<file path="config.mk">
export PLATFORM = sky130hd
export DESIGN_NAME = pipe_ctrl
export DESIGN_NICKNAME = d
export VERILOG_FILES = /design/src/rtl/pipe_defs.sv /design/src/rtl/mc_counter.sv /design/src/rtl/pipe_ctrl.sv
export SDC_FILE = /design/constraint.sdc
export NUM_CORES = 1
export LEC_CHECK = 0
export CAP_MARGIN = 20
export CELL_PAD_IN_SITES_DETAIL_PLACEMENT = 0
export CELL_PAD_IN_SITES_GLOBAL_PLACEMENT = 1
export CORE_MARGIN = 2
export CORE_UTILIZATION = 24
export DETAILED_ROUTE_END_ITERATION = 16
export MAX_ROUTING_LAYER = met4
export PLACE_DENSITY_LB_ADDON = 0.12
export SKIP_LAST_GASP = 1
export SLEW_MARGIN = 20
export SYNTH_ARGS = -nofsm -noshare
export SYNTH_HDL_FRONTEND = slang
export SYNTH_SLANG_ARGS = --single-unit
export TNS_END_PERCENT = 5
</file>
<file path="constraint.sdc">
create_clock -name clk -period 1.9 [get_ports clk]
set_clock_uncertainty 0.15 [all_clocks]
set_input_delay 0.19 -clock clk [delete_from_list [all_inputs] [get_ports clk]]
set_output_delay 0.19 -clock clk [all_outputs]
set_load 0.01 [all_outputs]
</file>
<file path="src/rtl/pipe_defs.sv">
// Shared stall-vector constants, FSM state encoding and the zero word for the pipeline sequencer.
package pipe_defs;

  localparam logic [5:0] STALL_NONE = 6'b000000;
  localparam logic [5:0] STALL_IF   = 6'b000011;
  localparam logic [5:0] STALL_ID   = 6'b000111;
  localparam logic [5:0] STALL_EX   = 6'b001111;

  typedef enum logic [1:0] {
    IDLE    = 2'd0,
    MC_BUSY = 2'd1,
    FLUSH   = 2'd2
  } state_e;

  localparam logic [31:0] ZeroWord = 32'h0000_0000;

endpackage

</file>
<file path="src/rtl/mc_counter.sv">
// Loadable down-counter for EX multi-cycle ops; o_tc flags the last busy cycle (count == 1).
module mc_counter #(
  parameter int unsigned MC_W = 6
) (
  input  logic            clk,
  input  logic            rst,
  input  logic            i_load,
  input  logic [MC_W-1:0] i_value,
  input  logic            i_dec,
  output logic            o_tc
);

  logic [MC_W-1:0] r_count;

  always_ff @(posedge clk) begin
    if (rst) begin
      r_count <= '0;
    end else if (i_load) begin
      r_count <= i_value;
    end else if (i_dec && (r_count != '0)) begin
      r_count <= r_count - MC_W'(1);
    end
  end

  assign o_tc = (r_count == MC_W'(1));

endmodule

</file>
<file path="src/rtl/pipe_ctrl.sv">
// Pipeline sequencer: stall mux, multi-cycle hold and one-cycle flush/redirect.
// Optional stall-cycle counter on o_stall_cnt enabled by `define PIPE_CTRL_PERF_EN.
module pipe_ctrl
  import pipe_defs::*;
#(
  parameter int unsigned MC_W = 6,
  parameter int unsigned PC_W = 32
) (
  input  logic            clk,
  input  logic            rst,
  input  logic            i_if_stallreq,
  input  logic            i_id_stallreq,
  input  logic            i_ex_stallreq,
  input  logic            i_ex_mc_start,
  input  logic [MC_W-1:0] i_ex_mc_cycles,
  input  logic            i_flush_req,
  input  logic [PC_W-1:0] i_flush_pc,
  output logic [5:0]      o_stall,
  output logic            o_flush,
  output logic [PC_W-1:0] o_new_pc,
  output logic            o_mc_busy,
  output logic            o_mc_done,
  output logic [31:0]     o_stall_cnt
);

  state_e          r_state;
  logic            r_flush;
  logic [PC_W-1:0] r_new_pc;
  logic            r_mc_busy;
  logic            r_mc_done;

  logic            w_mc_long;
  logic            w_load;
  logic [MC_W-1:0] w_value;
  logic            w_tc;
  logic [5:0]      w_stall;

  assign w_mc_long = (i_ex_mc_cycles >= MC_W'(2));
  // Load the remaining length on a long-op start; load zero when a flush aborts the op.
  assign w_load  = ((r_state == IDLE) && !i_flush_req && i_ex_mc_start && w_mc_long) ||
                   ((r_state == MC_BUSY) && i_flush_req);
  assign w_value = (r_state == IDLE) ? (i_ex_mc_cycles - MC_W'(1)) : '0;

  mc_counter #(
    .MC_W (MC_W)
  ) u_mc_counter (
    .clk     (clk),
    .rst     (rst),
    .i_load  (w_load),
    .i_value (w_value),
    .i_dec   (r_state == MC_BUSY),
    .o_tc    (w_tc)
  );

  always_comb begin
    w_stall = STALL_NONE;
    if (rst || (r_state == FLUSH)) begin
      w_stall = STALL_NONE;
    end else if ((r_state == MC_BUSY) || i_ex_stallreq) begin
      w_stall = STALL_EX;
    end else if (i_id_stallreq) begin
      w_stall = STALL_ID;
    end else if (i_if_stallreq) begin
      w_stall = STALL_IF;
    end
  end

  always_ff @(posedge clk) begin
    if (rst) begin
      r_state   <= IDLE;
      r_flush   <= 1'b0;
      r_new_pc  <= PC_W'(ZeroWord);
      r_mc_busy <= 1'b0;
      r_mc_done <= 1'b0;
    end else begin
      r_flush   <= 1'b0;
      r_mc_done <= 1'b0;
      case (r_state)
        IDLE: begin
          if (i_flush_req) begin
            r_state  <= FLUSH;
            r_flush  <= 1'b1;
            r_new_pc <= i_flush_pc;
          end else if (i_ex_mc_start) begin
            if (w_mc_long) begin
              r_state   <= MC_BUSY;
              r_mc_busy <= 1'b1;
            end else begin
              r_mc_done <= 1'b1;
            end
          end
        end
        MC_BUSY: begin
          if (i_flush_req) begin
            r_state   <= FLUSH;
            r_flush   <= 1'b1;
            r_new_pc  <= i_flush_pc;
            r_mc_busy <= 1'b0;
          end else if (w_tc) begin
            r_state   <= IDLE;
            r_mc_busy <= 1'b0;
            r_mc_done <= 1'b1;
          end
        end
        FLUSH: begin
          if (i_flush_req) begin
            r_flush  <= 1'b1;
            r_new_pc <= i_flush_pc;
          end else begin
            r_state <= IDLE;
          end
        end
        default: r_state <= IDLE;
      endcase
    end
  end

`ifdef PIPE_CTRL_PERF_EN
  logic [31:0] r_stall_cnt;

  always_ff @(posedge clk) begin
    if (rst) begin
      r_stall_cnt <= ZeroWord;
    end else if (w_stall[0] && (r_stall_cnt != 32'hFFFF_FFFF)) begin
      r_stall_cnt <= r_stall_cnt + 32'd1;
    end
  end

  assign o_stall_cnt = r_stall_cnt;
`else
  assign o_stall_cnt = ZeroWord;
`endif

  assign o_stall   = w_stall;
  assign o_flush   = r_flush;
  assign o_new_pc  = r_new_pc;
  assign o_mc_busy = r_mc_busy;
  assign o_mc_done = r_mc_done;

endmodule

</file>
## Yosys cells after proc, flatten, opt, wreduce, memory -nomap -nowiden

Index checks and enable logic that the tools add are counted.

| cells by class | value |
|---|---|
| $add $sub $neg | 2 |
| order comparisons | 1 |
| eq/ne operators | 10 |
| bitwise operators | 1 |
| reductions and logical operators | 18 |
| mux-type cells | 27 |

Operators with widths:

| cell | count |
|---|---|
| 2-to-1 mux 6 bit | 3 |
| 2-to-1 mux 2 bit | 7 |
| subtractor 6 x 1 -> 6 bit, second input constant | 2 |
| 2-to-1 mux 1 bit | 11 |
| inequality test 3 bit, second input constant | 3 |
| 2-to-1 mux 4 bit | 2 |
| inequality test 2 bit, second input constant | 4 |
| equality test 6 x 1 -> 1 bit, second input constant | 1 |
| greater-or-equal comparator 6 x 2 -> 1 bit, second input constant | 1 |
| case mux 2 bit (3 select lines) | 1 |
| nonzero test 6 bit | 1 |
| logical AND 1 bit | 5 |
| AND reduction 5 bit | 1 |
| case mux 1 bit (2 select lines) | 2 |
| AND reduction 4 bit | 1 |
| nonzero test 2 bit | 2 |
| logical OR 1 bit | 3 |
| 2-to-1 mux 3 bit | 1 |
| OR reduction 3 bit | 1 |
| equality test 2 x 1 -> 1 bit, second input constant | 1 |
| equality test 2 bit, second input constant | 1 |
| zero test 2 bit | 1 |
| AND reduction 2 bit | 1 |
| OR reduction 2 bit | 1 |
| other kinds (2) | 2 |

| word-level totals | value |
|---|---|
| logic and storage cells | 65 |
| bits of input ports | 45 |
| output and inout port bits | 73 |
| flip-flop bits (word level) | 43 |

## Logic depth before layout (Yosys ltp)

Gate-level depths: netlist of the first run.

| logic depth | value |
|---|---|
| depth in word-level cells | 6 |
| gate-level depth with buffers | 7 |

## Cells and area by module

Synthesis of the first run repeated with hierarchy kept, for this count alone.

| unflattened totals | value |
|---|---|
| cells, all modules | 283 |
| area total of the unflattened synthesis | 2195.9 um2 |

Modules (own cells, without submodules):

| module | cells an instance | seq. area each (um2) | instances | area an instance (um2) |
|---|---|---|---|---|
| pipe_ctrl | 234 | 740.7 | 1 | 1783.0 |
| mc_counter | 49 | 120.1 | 1 | 412.9 |

## Worst setup path after synthesis of the first run

Ideal clock, no wire load.

| path | value |
|---|---|
| path kind | register -> register |
| from | register u_mc_counter.r_count[0] |
| to | register u_mc_counter.r_count[1] |
| period minus slack after synthesis | 1950 ps |
| path slack | -50 ps |
| path buffers | 0 |
| cell stages (with the launch flop) | 7 |
| arrival time | 1726 ps |
| cells stage by stage | dfxtp_1 > inv_1 > ha_1 > or4b_1 > o31a_1 > or3_1 > a31oi_1 |

| between the ends | value |
|---|---|
| cells in the longest elaborated chain, start to end | 3 |

RTL lines:

| what | line | RTL |
|---|---|---|
| start, declared | mc_counter.sv:13 | `logic [MC_W-1:0] r_count;` |
| start signal, assigned | mc_counter.sv:19 | `r_count <= i_value;` |
| start signal, assigned | mc_counter.sv:21 | `r_count <= r_count - MC_W'(1);` |
| subtractor 6 x 1 -> 6 bit / nonzero test 6 bit (equally long branches) | mc_counter.sv:21, mc_counter.sv:20 |  |
| 2-to-1 mux 6 bit / logical AND 1 bit (equally long branches) | mc_counter.sv:20 | `end else if (i_dec && (r_count != '0)) begin` |
| 2-to-1 mux 6 bit / nonzero test 2 bit (equally long branches) | n/a |  |

Several ways; a longest one is shown, not always the timed one. The select of a mux whose other input is x is not followed.
A chain may end at the register's enable or synchronous reset.

## Worst setup path in the final report of the first run

Same ends and word-level chain as after synthesis.

==> results of run 1 <==
[cell families (layout without fill, tap and decap cells)]
kind of cell / count (synthesis) / in the layout
other cells: 1 / 34
simple gates: 110 / 110
fa+ha+maj: 6 / 6
xor+xnor: 3 / 3
buf+inv: 57 / 130
compound gates: 61 / 61
mux: 1 / 1
flops: 43 / 43
[cell usage in the layout (no fill, tap or decap), drive strengths merged, types with 2 or more instances in the layout]
master          n
ha              4
clkinv          2
a311oi          2
o31ai           2
clkdlybuf4s50  79
o21a            2
nand3b          2
inv             6
dlygate4sd2     2
nor3            4
or4             3
nor2           16
clkbuf          5
nor4b           3
a211oi          2
conb           34
maj3            2
o21ai           5
nor3b           2
a31oi           3
nand3           2
a21oi          36
nor2b           3
buf            34
o31a            2
xnor2           2
nand2          68
dfxtp          43
[final timing paths]
check                                            start  depth (start not counted)  slack, ns                              endpoint
setup / recovery  u_mc_counter.r_count[0]$_SDFFE_PP0P_                          6      -0.08  u_mc_counter.r_count[1]$_SDFFE_PP0P_
hold / removal                          i_flush_pc[20]                          3       0.28             o_new_pc[20]$_SDFFE_PP0P_
setup reg to reg  u_mc_counter.r_count[0]$_SDFFE_PP0P_                          6      -0.08  u_mc_counter.r_count[1]$_SDFFE_PP0P_
hold reg to reg               o_new_pc[5]$_SDFFE_PP0P_                          2       0.31              o_new_pc[5]$_SDFFE_PP0P_
[cell type report]
type                       instances  area [µm²]
tap                              108         135
clock buffer                       5        68.8
inverter                           6        22.5
fill                             918        5470
timing repair buffer             116        1090
sequential                        43         862
clock inverter                     3        43.8
multi-input combinational        215        1120
[worst register-to-register path: cells and delay by family (launching register included)]
kind | cells | cell delay [ns]
simple gates | 2 | 0.78
compound gates | 2 | 0.39
buf+inv | 1 | 0.07
flops | 1 | 0.35
fa+ha+maj | 1 | 0.17
[power by group through the flow]
stage | logic (mW) | registers (mW) | clock network, mW
after global routing | 0.618 | 0.993 | 0.794
final | 0.561 | 0.985 | 0.729
after CTS | 0.567 | 0.986 | 0.760
after detailed placement | 0.567 | 1.01 | 0
after global placement | 0.570 | 1.01 | 0
after floorplan | 0.287 | 1.03 | 0
[registers in the layout (all words and copies together), names as in the netlist]
name and cells:
o_new_pc 32, u_mc_counter.r_count 6, r_state 2, o_flush 1, o_mc_busy 1, o_mc_done 1
[through the flow]
step,hold WS (ns),cell area [µm²],cells,TNS [ns],util (%)
after floorplan,0.176,2330,315,-0.0238,-
after detailed placement,0.296,3230,488,-3.20,36.6
after global placement,0.292,3230,488,-3.10,36.6
after global routing,0.284,3340,496,-0.989,37.9
final,0.283,3340,496,-0.264,37.9
after CTS,0.271,3340,496,-0.584,37.9
[metal layers]
metal / track usage [%] / part of all wire (%) / vias to the layer above
met5: - / 0 / -
met3: 2.95 / 7.9 / 12
met1: 17.4 / 48 / 939
li1: - / - / 1089
met2: 19.0 / 42 / 100
met4: 4.32 / 1.9 / 0
==> impl_metrics.py, run 1 <==
metrics = {
    "power_and_ir_drop": {
        "p_clk_share_pct": 32.0,
        "p_switching_uw": 631,
        "swShare_pct": 27.8,
        "combPwrFrac_pct": 24.7,
        "leakage_nw": 1.35,
        "seq_power_share_pct": 43.3,
        "vdd_ir_drop_max_mv": 0.409,
        "power.density_nw_per_um2": 681,
        "p_total_mw": 2.28,
        "p_int_mw": 1.64,
    },
    "floorplanning": {
        "die_w_um": 99.7,
        "dieArea_um2": 9950,
        "io_pins": 118,
        "rows": 34,
        "die_h_um": 99.7,
        "start_util_pct": 25.0,
        "core_um2": 8810,
    },
    "clocking": {
        "clockRootBuffer": "clkbuf_8",
        "cts_tree": "built",
        "clk_latency_ns": 0.29,
        "cts_hold_buffers": 0,
        "clk_pin_slew_ns": 0.09,
        "clkSinkCount": 43,
        "post_cts_resized": 2,
        "numCtsBuffers": 5,
        "h-tree-depth": 2,
        "cts_buffer_depth": 2,
        "cts_setup_buffers": 0,
    },
    "detailed_routing": {
        "drtAntennaViolNets": 0,
        "totalWireLength_um": 6320,
        "firstDrtPassIters": 4,
        "avgRoutedWirePerCell_um": 12.7,
        "drc": 0,
        "vias": 2140,
        "drt_iter0_drc": 64,
        "post_drt_via_cell_ratio": 4.31,
    },
    "sta": {
        "hold_viol": 0,
        "fin_crit_sh_pct": 104,
        "post-route-min-period_ns": 1.98,
        "slew_violations": 0,
        "finalSetupViolCount": 4,
        "rsz0062_at_grt": "yes",
        "tightest_slew_ns": 0.470,
        "relSlewSlack_pct": 67.8,
        "layout_setup_ws_ns": -0.0769,
        "fmax_mhz": 506,
    },
    "yosys": {
        "netlist_top_cells_count": "nand2_1, dfxtp_1, a21oi_1",
        "yosysMostFrequentCell": "nand2_1",
        "syn_area_um2": 2200,
        "yosys.area_share.simple_pct": 22.6,
        "syn-instance-count": 282,
        "synth_warnings": 0,
        "synth_top_area_share_pct": 39.1,
        "yosys.area_share.xor_xnor_pct": 1.19,
        "ys.flop_type": "dfxtp_1",
        "synth-compound-area-share_pct": 17.5,
        "synth_top_family_by_area": "simple AND/OR/NAND/NOR gates",
        "synth_cell_types": 44,
        "ys_async_sr_fraction_pct": 0,
        "yosysSeqAreaShare_pct": 39.1,
        "synth_area_leaders": "dfxtp_1, buf_4, nand2_1",
        "synth_mux_area_share_pct": 0.455,
        "avgSynthCellArea_um2": 7.80,
        "yosys.area_share.adder_pct": 3.19,
        "synth_top_area_cell": "dfxtp_1",
        "synth-edff-count": 0,
        "ys_seq_elements": 43,
    },
    "run_status": {
        "failed_checks": "negative setup slack",
        "status": "finished with violations",
    },
    "setup_path": {
        "cp-start-kind": "register",
        "crit_path_max_fanout": 3,
        "critPathTopFamily": "simple AND/OR/NAND/NOR gates",
        "worst_ep_arrival_time_ns": 2.05,
        "required_ns": 1.97,
        "critPathKind": "reg2reg",
        "cpMaxStageDelayCell": "or4b_4",
        "crit_chain": "inv_2 > ha_2 > or4b_4 > o31a_1 > or3_1 > a31oi_1",
        "crit_buf_inv": 1,
        "critical_path.endpoint_type": "register",
        "max_stage_delay_ns": 0.48,
    },
    "flow_run": {
        "drv_cap": 0,
    },
    "grt": {
        "antenna_found_initial": 0,
        "grt_pass1_vias": 2029,
        "grt_overflow": 0,
        "grt_pass1_wl_um": 10000,
        "grt_max_degree": 45,
        "groute.usage.overall_pct": 12.9,
    },
    "place": {
        "post-dp-hpwl_um": 4600,
        "port_buffers": 83,
        "dp_slack_ns": -0.381,
        "place_congestion": 0.873,
    },
    "cells_and_area": {
        "drive_gt1_share_pct": 12.4,
        "layout.nets": 436,
        "syn2layout_area_growth_pct": 51.9,
        "diodes": 0,
    },
    "hold_path": {
        "min_path_type": "in2reg",
    },
}
Note: power is estimated with default switching activity, not from simulation.
==> run 2: changes to the inputs <==
==> constraint.sdc (replaced) <==
create_clock -name clk -period 1.9 [get_ports clk]
set_clock_uncertainty 0.15 [all_clocks]
set_input_delay 0.57 -clock clk [delete_from_list [all_inputs] [get_ports clk]]
set_output_delay 0.57 -clock clk [all_outputs]
set_load 0.01 [all_outputs]
==> run 2 against run 1 <==
  * The run still ends with negative setup slack left
  * First-iteration DRC count rose by 19%
  * Highest routed layer unchanged
  * Via count up 1.5%
  * Sequential share of layout area down 0.24 points
  * Sequential power barely moved
  * Combinational power is 3.7% higher
  * Flip-flop and latch count did not move
  * Register-to-register slack lost 0.02 ns
  * Routed wire length fell by 2.4%
  * Critical path depth down 1
  * Critical endpoint unchanged
  * Core utilization rose by 0.36 points
  * Clock power is 22% lower
  * Hold slack better by 0.022 ns
  * Largest power group unchanged
==> impl_metrics.py, run 2 (synthesis results as in run 1) <==
metrics = {
    "clocking": {
        "h-tree-depth": 2,
        "cts_hold_buffers": 0,
        "clkSinkCount": 43,
        "cts_tree": "built",
        "clk_pin_slew_ns": 0.08,
        "numCtsBuffers": 5,
        "clk_latency_ns": 0.29,
        "cts_buffer_depth": 2,
        "clockRootBuffer": "clkbuf_8",
    },
    "floorplanning": {
        "start_util_pct": 25.0,
        "die_w_um": 99.7,
        "core_um2": 8810,
        "dieArea_um2": 9950,
        "die_h_um": 99.7,
        "io_pins": 118,
        "rows": 34,
    },
    "cells_and_area": {
        "diodes": 0,
        "layout.nets": 441,
        "final_util_pct": 38.3,
        "largest_reg_flops": 32,
        "seq_area_um2": 862,
        "multiInputGateArea_um2": 1160,
        "layout_common_cells": "nand2_1, clkdlybuf4s50_1, dfxtp_1, a21oi_1, conb_1",
        "drive_gt1_share_pct": 18.1,
        "syn2layout_area_growth_pct": 53.3,
        "final.fill_count": 923,
    },
    "sta": {
        "rsz0062_at_grt": "yes",
        "fin_crit_sh_pct": 106,
        "fmax_mhz": 496,
        "setup_tns_ns": -0.635,
        "layout_setup_ws_ns": -0.116,
        "slew_violations": 0,
        "post-route-min-period_ns": 2.02,
        "finalSetupViolCount": 12,
        "hold_viol": 0,
        "timing.hold.ws_ns": 0.305,
    },
    "run_status": {
        "status": "finished with violations",
        "failed_checks": "negative setup slack",
    },
    "detailed_routing": {
        "post_drt_via_cell_ratio": 4.34,
        "totalWireLength_um": 6170,
        "avgRoutedWirePerCell_um": 12.3,
        "drt_iter0_drc": 76,
        "drtAntennaViolNets": 0,
        "firstDrtPassIters": 4,
        "vias": 2172,
        "drc": 0,
    },
    "power_and_ir_drop": {
        "vdd_ir_drop_max_mv": 0.287,
        "power.density_nw_per_um2": 634,
        "leakage_nw": 1.37,
        "p_total_mw": 2.14,
    },
    "setup_path": {
        "worst_ep_arrival_time_ns": 2.08,
        "cp-start-kind": "input pin",
        "critPathKind": "in2reg",
        "required_ns": 1.97,
        "critical_path.endpoint_type": "register",
        "crit_path_max_fanout": 3,
    },
    "grt": {
        "antenna_found_initial": 0,
        "met2_usage_pct": 19.4,
        "grt_max_degree": 45,
        "groute.usage.overall_pct": 12.5,
        "grt_pass1_wl_um": 9910,
        "use_met3_pct": 2.67,
        "grt_util_met1_pct": 16.4,
        "top_usage_layer": "met2",
        "grt_pass1_vias": 2110,
        "grt_overflow": 0,
    },
    "place": {
        "port_buffers": 83,
        "place_congestion": 0.824,
        "dp_slack_ns": -0.980,
        "post-dp-hpwl_um": 4500,
    },
    "flow_run": {
        "drv_cap": 0,
    },
    "hold_path": {
        "min_path_type": "reg2reg",
    },
}
run 2: cell count changes in the layout (fill, tap and decap cells not counted), sizes merged:
cell | before | now
clkinvlp | 0 | 1
clkinv | 2 | 1
buf | 34 | 49
dlymetal6s2s | 1 | 0
clkdlybuf4s15 | 0 | 1
clkbuf | 5 | 7
clkdlybuf4s50 | 79 | 68
bufinv | 1 | 0
run 2: layout make-up:
cell class | count | share of cell area [%]
timing repair buffer | 121 | 32.9
sequential | 43 | 25.6
clock buffer | 6 | 2.15
tap | 108 | 4.01
clock inverter | 2 | 0.371
inverter | 6 | 0.668
multi-input combinational | 215 | 34.4
run 2: report_power, final:
part | internal, mW | total [mW] | leakage [nW] | switching [mW]
logic | 0.310 | 0.582 | 0.976 | 0.272
clock network | 0.257 | 0.572 | 0.0412 | 0.315
registers | 0.955 | 0.983 | 0.354 | 0.0283
run 2: critical path, cell delays in order:
cell	delay [ns]
buf_6	0.09
or4_4	0.56
o31a_1	0.35
or3_1	0.38
a31oi_1	0.13
run 2: final timing paths:
path	slack, ns	endpoint	start	cells after the start
worst max-delay path	-0.12	u_mc_counter.r_count[1]$_SDFFE_PP0P_	i_ex_mc_cycles[2]	5
worst min-delay path	0.30	o_new_pc[4]$_SDFFE_PP0P_	o_new_pc[4]$_SDFFE_PP0P_	2
worst max register to register	-0.10	u_mc_counter.r_count[1]$_SDFFE_PP0P_	u_mc_counter.r_count[1]$_SDFFE_PP0P_	6
worst min register to register	0.30	o_new_pc[4]$_SDFFE_PP0P_	o_new_pc[4]$_SDFFE_PP0P_	2
run 2: stage by stage:
| stage | cells | instance area, µm² |
|---|---|---|
| detailed placement | 490 | 3250 |
| global placement | 490 | 3250 |
| finish | 501 | 3370 |
| global route | 501 | 3370 |
| floorplan | 315 | 2320 |
| CTS | 501 | 3360 |
run 2: timing repair:
action                                  4_1_cts  5_1_grt
resized for setup                            56        8
pin swaps                                    10        2
buffers inserted                              3        0
endpoints found under the setup margin       32       47
hold endpoints to repair                      0        0
run 2: routing by layer:
layer / up-vias / part of all wire (%)
li1: 1101 / -
met1: 973 / 48
met2: 92 / 43
met3: 6 / 7.5
met4: 0 / 1.2
met5: - / 0
